**config.mk**
```make
export PLATFORM = sky130hd
export DESIGN_NAME = pipeline_mem_stage
export DESIGN_NICKNAME = d
export VERILOG_FILES = /design/src/rtl/pcpu.sv /design/src/rtl/load_align.sv /design/src/rtl/pipeline_mem_stage.sv
export SDC_FILE = /design/constraint.sdc
export NUM_CORES = 1
export LEC_CHECK = 0
export CORE_AREA = 2 2 189 191
export DETAILED_ROUTE_END_ITERATION = 6
export DIE_AREA = 0 0 191 193
export PLACE_DENSITY = 0.75
export SLEW_MARGIN = 20
export SYNTH_ARGS = -nofsm -noshare
export SYNTH_HDL_FRONTEND = slang
export SYNTH_SLANG_ARGS = --single-unit
```
**constraint.sdc**
```tcl
create_clock -name clk -period 9.6 [get_ports clk]
set_input_delay 1.92 -clock clk [delete_from_list [all_inputs] [get_ports clk]]
set_output_delay 1.92 -clock clk [all_outputs]
set_load 0.01 [all_outputs]
```
**src/rtl/pcpu.sv**
```systemverilog
// Shared pcpu pipeline types: debug bundle, memory access widths, MEM-stage FSM states
// and the store lane helpers used by the memory-access stage.
package pcpu;

    typedef struct packed {
        logic [31:0] pc;
        logic [31:0] instr;
    } Debug_t;

    typedef enum logic [2:0] {
        MEM_B  = 3'b000,
        MEM_H  = 3'b001,
        MEM_W  = 3'b010,
        MEM_BU = 3'b100,
        MEM_HU = 3'b101
    } MemWidth_t;

    typedef enum logic [0:0] {
        MEM_IDLE = 1'b0,
        MEM_WAIT = 1'b1
    } MemState_t;

    // Halfwords always use lane 0 or 2; the low address bit is not honoured.
    function automatic logic [3:0] store_be(input logic [1:0] width, input logic [1:0] lane);
        logic [3:0] be;
        case (width)
            2'b00:   be = 4'b0001 << lane;
            2'b01:   be = lane[1] ? 4'b1100 : 4'b0011;
            default: be = 4'b1111;
        endcase
        return be;
    endfunction

    function automatic logic [31:0] store_data(input logic [1:0] width, input logic [31:0] rs2);
        logic [31:0] data;
        case (width)
            2'b00:   data = {4{rs2[7:0]}};
            2'b01:   data = {2{rs2[15:0]}};
            default: data = rs2;
        endcase
        return data;
    endfunction

endpackage

```
**src/rtl/load_align.sv**
```systemverilog
// Load data alignment: selects the addressed byte/halfword of a raw read word and
// sign- or zero-extends it according to the access width.
module load_align
    import pcpu::*;
(
    input  logic [31:0] rdata,
    input  logic [1:0]  lane,
    input  logic [2:0]  funct3,
    output logic [31:0] data
);

    logic [7:0]  byte_s;
    logic [15:0] half_s;

    // Lane extraction and extension per access width
    always_comb begin
        byte_s = rdata[{lane, 3'b000} +: 8];
        half_s = lane[1] ? rdata[31:16] : rdata[15:0];
        case (funct3)
            MEM_B:   data = {{24{byte_s[7]}}, byte_s};
            MEM_BU:  data = {24'h000000, byte_s};
            MEM_H:   data = {{16{half_s[15]}}, half_s};
            MEM_HU:  data = {16'h0000, half_s};
            MEM_W:   data = rdata;
            default: data = rdata;
        endcase
    end

endmodule

```
**src/rtl/pipeline_mem_stage.sv**
```systemverilog
// pcpu MEM stage: data-memory req/ack access with upstream stall, load alignment and the
// MEM/WB register. Define MEM_ALIGN_CHECK_EN to trap misaligned H/W accesses (misalign_WB).
module pipeline_mem_stage
    import pcpu::*;
(
    input  logic        clk,
    input  logic        rst,
    input  logic        valid_in_MEM,
    input  Debug_t      debug_in_MEM,
    input  logic [31:0] PC4_in_MEM,
    input  logic [31:0] ALU_in_MEM,
    input  logic [31:0] Data_in_MEM,
    input  logic        MemRead_in_MEM,
    input  logic        MemWrite_in_MEM,
    input  logic [2:0]  Funct3_in_MEM,
    input  logic [1:0]  MemtoReg_in_MEM,
    input  logic        RegWrite_in_MEM,
    input  logic [4:0]  Rd_in_MEM,
    output logic        dmem_req,
    output logic        dmem_we,
    output logic [31:0] dmem_addr,
    output logic [31:0] dmem_wdata,
    output logic [3:0]  dmem_be,
    input  logic        dmem_ack,
    input  logic [31:0] dmem_rdata,
    output logic        stall_MEM,
    output logic        valid_out_WB,
    output logic        RegWrite_out_WB,
    output Debug_t      debug_out_WB,
    output logic [31:0] PC4_out_WB,
    output logic [31:0] ALU_out_WB,
    output logic [31:0] DMem_data_WB,
    output logic [1:0]  MemtoReg_out_WB,
    output logic [4:0]  Rd_out_WB,
    output logic [31:0] stall_cycles
`ifdef MEM_ALIGN_CHECK_EN
    ,
    output logic        misalign_WB
`endif
);

    MemState_t   state_r;
    logic [31:0] addr_r;
    logic [31:0] wdata_r;
    logic [3:0]  be_r;
    logic        we_r;
    logic [2:0]  funct3_r;

    logic        mem_op_s;
    logic        misalign_s;
    logic        req_op_s;
    logic        req_s;
    logic        stall_s;
    logic [31:0] in_wdata_s;
    logic [3:0]  in_be_s;
    logic [1:0]  ld_lane_s;
    logic [2:0]  ld_funct3_s;
    logic [31:0] ld_data_s;

    // Decode of the incoming instruction's memory request
    always_comb begin
        mem_op_s = valid_in_MEM & (MemRead_in_MEM | MemWrite_in_MEM);
`ifdef MEM_ALIGN_CHECK_EN
        misalign_s = mem_op_s &
                     ((((Funct3_in_MEM == MEM_H) || (Funct3_in_MEM == MEM_HU)) && ALU_in_MEM[0]) ||
                      ((Funct3_in_MEM == MEM_W) && (ALU_in_MEM[1:0] != 2'b00)));
`else
        misalign_s = 1'b0;
`endif
        req_op_s   = mem_op_s & ~misalign_s;
        in_wdata_s = store_data(Funct3_in_MEM[1:0], Data_in_MEM);
        in_be_s    = MemWrite_in_MEM ? store_be(Funct3_in_MEM[1:0], ALU_in_MEM[1:0]) : 4'b1111;
    end

    // Bus drive: straight from the inputs in IDLE, from the latched request in WAIT
    always_comb begin
        if (state_r == MEM_WAIT) begin
            req_s       = 1'b1;
            dmem_we     = we_r;
            dmem_addr   = {addr_r[31:2], 2'b00};
            dmem_wdata  = wdata_r;
            dmem_be     = be_r;
            stall_s     = ~dmem_ack;
            ld_lane_s   = addr_r[1:0];
            ld_funct3_s = funct3_r;
        end else begin
            req_s       = req_op_s;
            dmem_we     = MemWrite_in_MEM;
            dmem_addr   = {ALU_in_MEM[31:2], 2'b00};
            dmem_wdata  = in_wdata_s;
            dmem_be     = in_be_s;
            stall_s     = req_op_s & ~dmem_ack;
            ld_lane_s   = ALU_in_MEM[1:0];
            ld_funct3_s = Funct3_in_MEM;
        end
        dmem_req  = req_s & ~rst;
        stall_MEM = stall_s & ~rst;
    end

    load_align u_load_align (
        .rdata  (dmem_rdata),
        .lane   (ld_lane_s),
        .funct3 (ld_funct3_s),
        .data   (ld_data_s)
    );

    // Access FSM and request latches
    always_ff @(posedge clk or posedge rst) begin
        if (rst) begin
            state_r  <= MEM_IDLE;
            addr_r   <= 32'h00000000;
            wdata_r  <= 32'h00000000;
            be_r     <= 4'b0000;
            we_r     <= 1'b0;
            funct3_r <= 3'b000;
        end else begin
            case (state_r)
                MEM_IDLE: begin
                    if (req_op_s && !dmem_ack) begin
                        state_r  <= MEM_WAIT;
                        addr_r   <= ALU_in_MEM;
                        wdata_r  <= in_wdata_s;
                        be_r     <= in_be_s;
                        we_r     <= MemWrite_in_MEM;
                        funct3_r <= Funct3_in_MEM;
                    end
                end
                MEM_WAIT: begin
                    if (dmem_ack) begin
                        state_r <= MEM_IDLE;
                    end
                end
                default: state_r <= MEM_IDLE;
            endcase
        end
    end

    // MEM/WB pipeline register; a stall cycle becomes a bubble
    always_ff @(posedge clk or posedge rst) begin
        if (rst) begin
            valid_out_WB    <= 1'b0;
            RegWrite_out_WB <= 1'b0;
            debug_out_WB    <= '0;
            PC4_out_WB      <= 32'h00000000;
            ALU_out_WB      <= 32'h00000000;
            DMem_data_WB    <= 32'h00000000;
            MemtoReg_out_WB <= 2'b00;
            Rd_out_WB       <= 5'b00000;
`ifdef MEM_ALIGN_CHECK_EN
            misalign_WB     <= 1'b0;
`endif
        end else if (!stall_MEM) begin
            valid_out_WB    <= valid_in_MEM;
            RegWrite_out_WB <= RegWrite_in_MEM & ~misalign_s;
            debug_out_WB    <= debug_in_MEM;
            PC4_out_WB      <= PC4_in_MEM;
            ALU_out_WB      <= ALU_in_MEM;
            DMem_data_WB    <= ld_data_s;
            MemtoReg_out_WB <= MemtoReg_in_MEM;
            Rd_out_WB       <= Rd_in_MEM;
`ifdef MEM_ALIGN_CHECK_EN
            misalign_WB     <= misalign_s;
`endif
        end else begin
            valid_out_WB    <= 1'b0;
            RegWrite_out_WB <= 1'b0;
`ifdef MEM_ALIGN_CHECK_EN
            misalign_WB     <= 1'b0;
`endif
        end
    end

    // Saturating count of stalled cycles
    always_ff @(posedge clk or posedge rst) begin
        if (rst) begin
            stall_cycles <= 32'h00000000;
        end else if (stall_MEM && (stall_cycles != 32'hFFFFFFFF)) begin
            stall_cycles <= stall_cycles + 32'h00000001;
        end else begin
            stall_cycles <= stall_cycles;
        end
    end

endmodule

```
==> impl_metrics.yaml, run 1 <==
sta:
  drv_slew: 0
  setup_tns_ns: 0
  timing.fmax_mhz: 151
  period_share_pct: 69.0
  tightest_slew_ns: 0.997
  hold_violations: 0
  finalSetupViolations: 0
  fin_hold_ws_ns: 0.465
  max_slew_margin_pct: 32.9
  clock-skew-final_ns: 0.0133
  rsz0062_at_grt: "false"
  fin_crit_ns: 6.62
  layout_setup_ws_ns: 2.98
cts:
  tritoncts: "built"
  clk_path_buf_depth: 3
  clock_latency_ns: 0.55
  cts_setup_buffers: 0
  htree_levels: 1
  clkTransAtPathRegs_ns: 0.06
  root_buffer: "clkbuf_16"
  ctsHoldBuffers: 0
  cts_buffers: 30
  cts_resized: 0
  cts.sinks: 274
synth:
  synth-seq-cells: 274
  synth_area_um2: 12200
  syn_inst: 1246
  syn_avg_cell_area_um2: 9.78
  postSynth.asyncResetShare_pct: 100
  synth_edf_count: 0
  ys_warn_count: 0
  synth_ff_type: "dfrtp_1"
  ys_types: 53
  synth-seq-area-share_pct: 56.2
placed_design:
  gp_congestion: 0.880
  dp_hpwl_mm: 27.9
  dp_slack_ns: 3.00
  portBuffers: 478
setup_path:
  r2r_cells: 6
  critical_path_class: "primary input to output port"
  rr_startpoint: "state_r"
  r2r_end: "DMem_data_WB[3]"
  worstSetupEndpointType: "output port"
  setup.worst_path.start: "MemWrite_in_MEM"
  cp.arrival_ns: 4.70
  rrSetupSlack_ns: 6.20
  cp_max_fo: 68
  cp.required_ns: 7.68
  crit_path_start_kind: "primary input"
detailed_routing:
  dr.first_iter.drc_count: 502
  vias: 10729
  wire_per_inst_um: 18.2
  detail-route-antenna-nets: 0
  dr.pass1.iters: 5
  wl_mm: 39.6
  drc: 0
  viasPerCell: 4.93
worst_hold_path:
  holdPathEnd: "ALU_out_WB[13]"
  hold_depth: 2
  worst_hold_path_type: "flop to flop"
  hp-start: "ALU_out_WB[13]"
floorplan:
  ios: 481
  start_util_pct: 34.9
  die_area_um2: 36900
  rows: 69
  die_h_um: 193
  die_x_um: 191
  core_area_um2: 35000
cells_and_area:
  layout_common_cells: "clkdlybuf4s50_1 (478), nand2_1 (469), dfrtp_1 (273), mux2_2 (112), nor2_1 (61)"
  syn_to_final_growth_pct: 50.9
  nNetsFinal: 1907
  fin_util_pct: 52.6
  layout_commonest_cell: "clkdlybuf4s50_1"
  drive_gt1_share_pct: 10.7
global_route:
  grtUsageMet1_pct: 25.9
  grt-ovfl-total: 0
  grt_max_degree: 116
  grt-busiest-layer: "met2"
  antenna_found_initial: 1
  grt_use_total_pct: 20.4
  grt_pass1_wl_mm: 59.3
  met3_usage_pct: 5.72
  grt_pass1_vias: 10516
  met2_usage_pct: 33.8
pwr:
  power_frac_seq_pct: 41.8
  clkPwrFrac_pct: 35.0
  switchingPower_mw: 0.904
  p_per_area_nw_per_um2: 182
  intPower_mw: 2.44
  peakVddDrop_mv: 0.153
  p_leak_nw: 8.21
  swShare_pct: 27.1
  combPwrFrac_pct: 23.2
run_status:
  status: "completed"
flow_run:
  max_cap_viol_count: 0
## critical path, stage by stage
cell	delay [ns]
clkdlybuf4s50_1	0.54
o21ai_0	0.23
a211o_4	0.59
inv_4	0.67
clkdlybuf4s50_1	0.67
## worst max path at each step
stage                    endpoint  slack, ns  depth (start not counted)
finish                  stall_MEM       2.98                          5
global route            stall_MEM       2.83                          5
CTS                     stall_MEM       2.99                          5
detailed placement      stall_MEM       3.00                          5
global placement        stall_MEM       3.05                          5
floorplan           ALU_out_WB[0]       0.13                          1
## cell type report
class / instances / area (um2)
Sequential cell: 274 / 6860
Antenna cell: 1 / 2.50
Timing Repair Buffer: 488 / 4880
Clock buffer: 43 / 871
Clock inverter: 8 / 121
Inverter: 7 / 36.3
Tap cell: 461 / 577
Fill cell: 3101 / 16600
Multi-Input combinational cell: 896 / 5050
## cells in the mapped netlist, types with 2 or more instances
master / count / share of area [%]
a21oi_1: 45 / 1.8
a221oi_1: 6 / 0.43
a31oi_1: 2 / 0.10
and2_1: 2 / 0.10
and3_1: 7 / 0.36
and4_1: 2 / 0.14
buf_1: 6 / 0.18
buf_2: 11 / 0.45
buf_4: 5 / 0.31
clkbuf_1: 47 / 1.4
dfrtp_1: 274 / 56
inv_1: 5 / 0.15
inv_2: 2 / 0.062
mux2_2: 112 / 10
mux2i_1: 30 / 2.5
nand2_1: 469 / 14
nand2b_1: 2 / 0.10
nand3_1: 11 / 0.45
nand4_1: 13 / 0.67
nand4b_1: 2 / 0.14
nor2_1: 61 / 1.9
nor2b_1: 4 / 0.21
nor3_1: 9 / 0.37
nor3b_1: 5 / 0.31
nor4_1: 4 / 0.21
o211ai_1: 3 / 0.18
o21ai_0: 45 / 1.8
o22ai_1: 8 / 0.41
o31ai_1: 2 / 0.12
or4_1: 2 / 0.12
xnor2_1: 15 / 1.1
xor2_1: 14 / 1.0
## metrics by stage
step	instances	total power [mW]	area (um2)
global route	2178	3.50	18400
detailed placement	2125	2.19	17400
global placement	2125	2.17	17400
floorplan	1247	1.74	12200
CTS	2176	3.38	18400
finish	2178	3.34	18400
## sequential cells by signal, summed over array words and instances (netlist names)
name / cells
debug_out_WB: 64
ALU_out_WB: 32
DMem_data_WB: 32
PC4_out_WB: 32
addr_r: 32
stall_cycles: 32
wdata_r: 32
Rd_out_WB: 5
be_r: 4
funct3_r: 3
MemtoReg_out_WB: 2
RegWrite_out_WB: 1
state_r: 1
valid_out_WB: 1
we_r: 1
## metal layers
metal / vias up / share of wire, %
li1: 5025 / -
met1: 5196 / 40
met2: 436 / 49
met3: 72 / 8.8
met4: 0 / 2.8
met5: - / 0
## kinds of logic after synthesis
| group | share of synthesized area, % |
|---|---|
| other cells | 0.0308 |
| xor+xnor | 2.08 |
| compound gates | 5.59 |
| simple gates | 20.2 |
| flops | 56.2 |
| mux | 13.1 |
| fa+ha+maj | 0.103 |
| buf+inv | 2.65 |
## power by group through the flow
| stage | Clock (mW) | Sequential [mW] | Combinational (mW) |
|---|---|---|---|
| floorplan | 0 | 1.44 | 0.307 |
| global placement | 0 | 1.40 | 0.765 |
| detailed placement | 0 | 1.41 | 0.776 |
| CTS | 1.20 | 1.39 | 0.781 |
| global route | 1.25 | 1.41 | 0.838 |
| finish | 1.17 | 1.40 | 0.776 |
Power figures use the tool's default switching activity.
==> inputs of run 2 (changes only) <==
Settings changed: CORE_AREA 2 2 189 191 to 2 2 185 187, DIE_AREA 0 0 191 193 to 0 0 187 189.
Clock period 9.6 ns to 6.11 ns, I/O delays scaled along.
==> impl_metrics.yaml, run 2 (synthesis gave the netlist of run 1 again) <==
pwr:
  peakVddDrop_mv: 0.247
  p_leak_nw: 8.17
  p_per_area_nw_per_um2: 281
run_status:
  status: "completed"
global_route:
  grt_use_total_pct: 21.8
  grt_pass1_vias: 10822
  grt_max_degree: 163
  antenna_found_initial: 0
  grt_pass1_wl_mm: 61.7
  grt-ovfl-total: 0
sta:
  hold_violations: 0
  finalSetupViolations: 0
  fin_crit_ns: 4.86
  drv_slew: 0
  setup_tns_ns: 0
  rsz0062_at_grt: "false"
  tightest_slew_ns: 1.04
  max_slew_margin_pct: 29.8
  clock-skew-final_ns: 0.00706
  timing.fmax_mhz: 206
  layout_setup_ws_ns: 1.25
  period_share_pct: 79.6
detailed_routing:
  detail-route-antenna-nets: 0
  wire_per_inst_um: 18.3
  dr.pass1.iters: 5
  vias: 10705
  drc: 0
  viasPerCell: 4.95
  dr.first_iter.drc_count: 494
  wl_mm: 39.7
setup_path:
  r2r_cells: 7
  rrSetupSlack_ns: 2.42
  path_cells: "clkdlybuf4s50_1 -> buf_4 -> nor2_1 -> mux2i_1 -> a21oi_1 -> clkdlybuf4s50_1"
  rr_startpoint: "state_r"
  crit_slowest_cell: "nor2_1"
  cp.required_ns: 4.89
  crit_path_max_incr_delay_ns: 0.71
  worstSetupEndpointType: "output port"
  crit_path_start_kind: "primary input"
  critical_path_class: "primary input to output port"
  cp.arrival_ns: 3.64
  r2r_end: "stall_cycles[21]"
  cp_max_fo: 31
  crit_path_frequent_cell: "clkdlybuf4s50_1"
cts:
  cts_setup_buffers: 0
  root_buffer: "clkbuf_16"
  cts.sinks: 274
  tritoncts: "built"
  htree_levels: 1
  ctsHoldBuffers: 0
  clk_path_buf_depth: 3
  cts_buffers: 29
  clkTransAtPathRegs_ns: 0.06
  cts_resized: 0
  clock_latency_ns: 0.55
cells_and_area:
  nNetsFinal: 1906
  largest_register: "debug_out_WB"
  syn_to_final_growth_pct: 50.3
  n_antenna_cell: 0
  largest_reg_flops: 64
  drive_gt1_share_pct: 10.6
  layout_common_cells: "clkdlybuf4s50_1 (478), nand2_1 (469), dfrtp_1 (273), mux2_2 (112), nor2_1 (61)"
  layout_commonest_cell: "clkdlybuf4s50_1"
  fillers: 2912
floorplan:
  start_util_pct: 36.6
  die_x_um: 187
  rows: 67
  core_area_um2: 33300
  ios: 481
  die_h_um: 189
  die_area_um2: 35300
placed_design:
  dp_hpwl_mm: 28.3
  dp_slack_ns: 1.30
  portBuffers: 478
  gp_congestion: 0.929
worst_hold_path:
  worst_hold_path_type: "flop to flop"
  holdPathEnd: "ALU_out_WB[4]"
  hold_depth: 2
  hp-start: "ALU_out_WB[4]"
flow_run:
  max_cap_viol_count: 0
==> run 2: cell count changes in the layout (fill, tap and decap cells not counted) <==
cell	before	now
clkinv_2	3	7
buf_12	0	3
buf_4	9	7
clkbuf_16	31	29
buf_16	1	0
bufinv_16	3	2
clkinvlp_4	1	2
diode_2	1	0
inv_6	1	0
inv_8	1	0
o22ai_1	7	8
o22ai_2	1	0
==> run 2: final cells by class <==
cell class	count	area, um2	share of cell area, %
Multi-Input combinational cell	896	5040	27.5
Clock buffer	41	821	4.48
Tap cell	448	561	3.06
Sequential cell	274	6860	37.4
Clock inverter	10	103	0.560
Timing Repair Buffer	488	4900	26.7
Inverter	7	32.5	0.178
==> run 2: layer usage <==
layer | global-route usage (%) | share of wire, %
met1 | 26.6 | 39
met2 | 37.0 | 49
met3 | 5.80 | 7.7
met4 | 8.36 | 4.2
met5 | 0 | 0
==> run 2: worst max-delay path: cells and delay by family <==
| family | cells | cell delay [ns] |
|---|---|---|
| muxes | 1 | 0.23 |
| buffers and inverters | 3 | 1.25 |
| and+or+nand+nor | 1 | 0.71 |
| AOI/OAI and AO/OA | 1 | 0.21 |
==> run 2: where the power goes <==
| part | internal (mW) | leakage (nW) | switching, mW |
|---|---|---|---|
| clock network | 1.01 | 0.457 | 0.723 |
| logic | 0.671 | 4.41 | 0.547 |
| registers | 2.05 | 3.30 | 0.145 |
| total | 3.73 | 8.17 | 1.41 |
==> run 2: stage by stage <==
step | utilization (%) | hold slack, ns | area (um2) | cells | total power [mW]
after floorplan | - | 0.450 | 12200 | 1247 | 2.74
after global placement | 52.2 | 0.449 | 17400 | 2113 | 3.41
after detailed placement | 52.2 | 0.454 | 17400 | 2113 | 3.44
after CTS | 55.0 | 0.468 | 18300 | 2164 | 5.19
after global routing | 55.0 | 0.479 | 18300 | 2164 | 5.38
final | 55.0 | 0.462 | 18300 | 2164 | 5.15
==> run 2: worst max path at each step <==
stage,from,end,slack (ns)
6_report,Funct3_in_MEM[1],dmem_wdata[12],1.25
5_1_grt,Funct3_in_MEM[1],dmem_wdata[9],1.17
3_5_place_dp,Funct3_in_MEM[1],dmem_wdata[12],1.30
2_1_floorplan,rst,ALU_out_WB[0],1.26
3_3_place_gp,Funct3_in_MEM[1],dmem_wdata[9],1.46
4_1_cts,Funct3_in_MEM[1],dmem_wdata[12],1.29
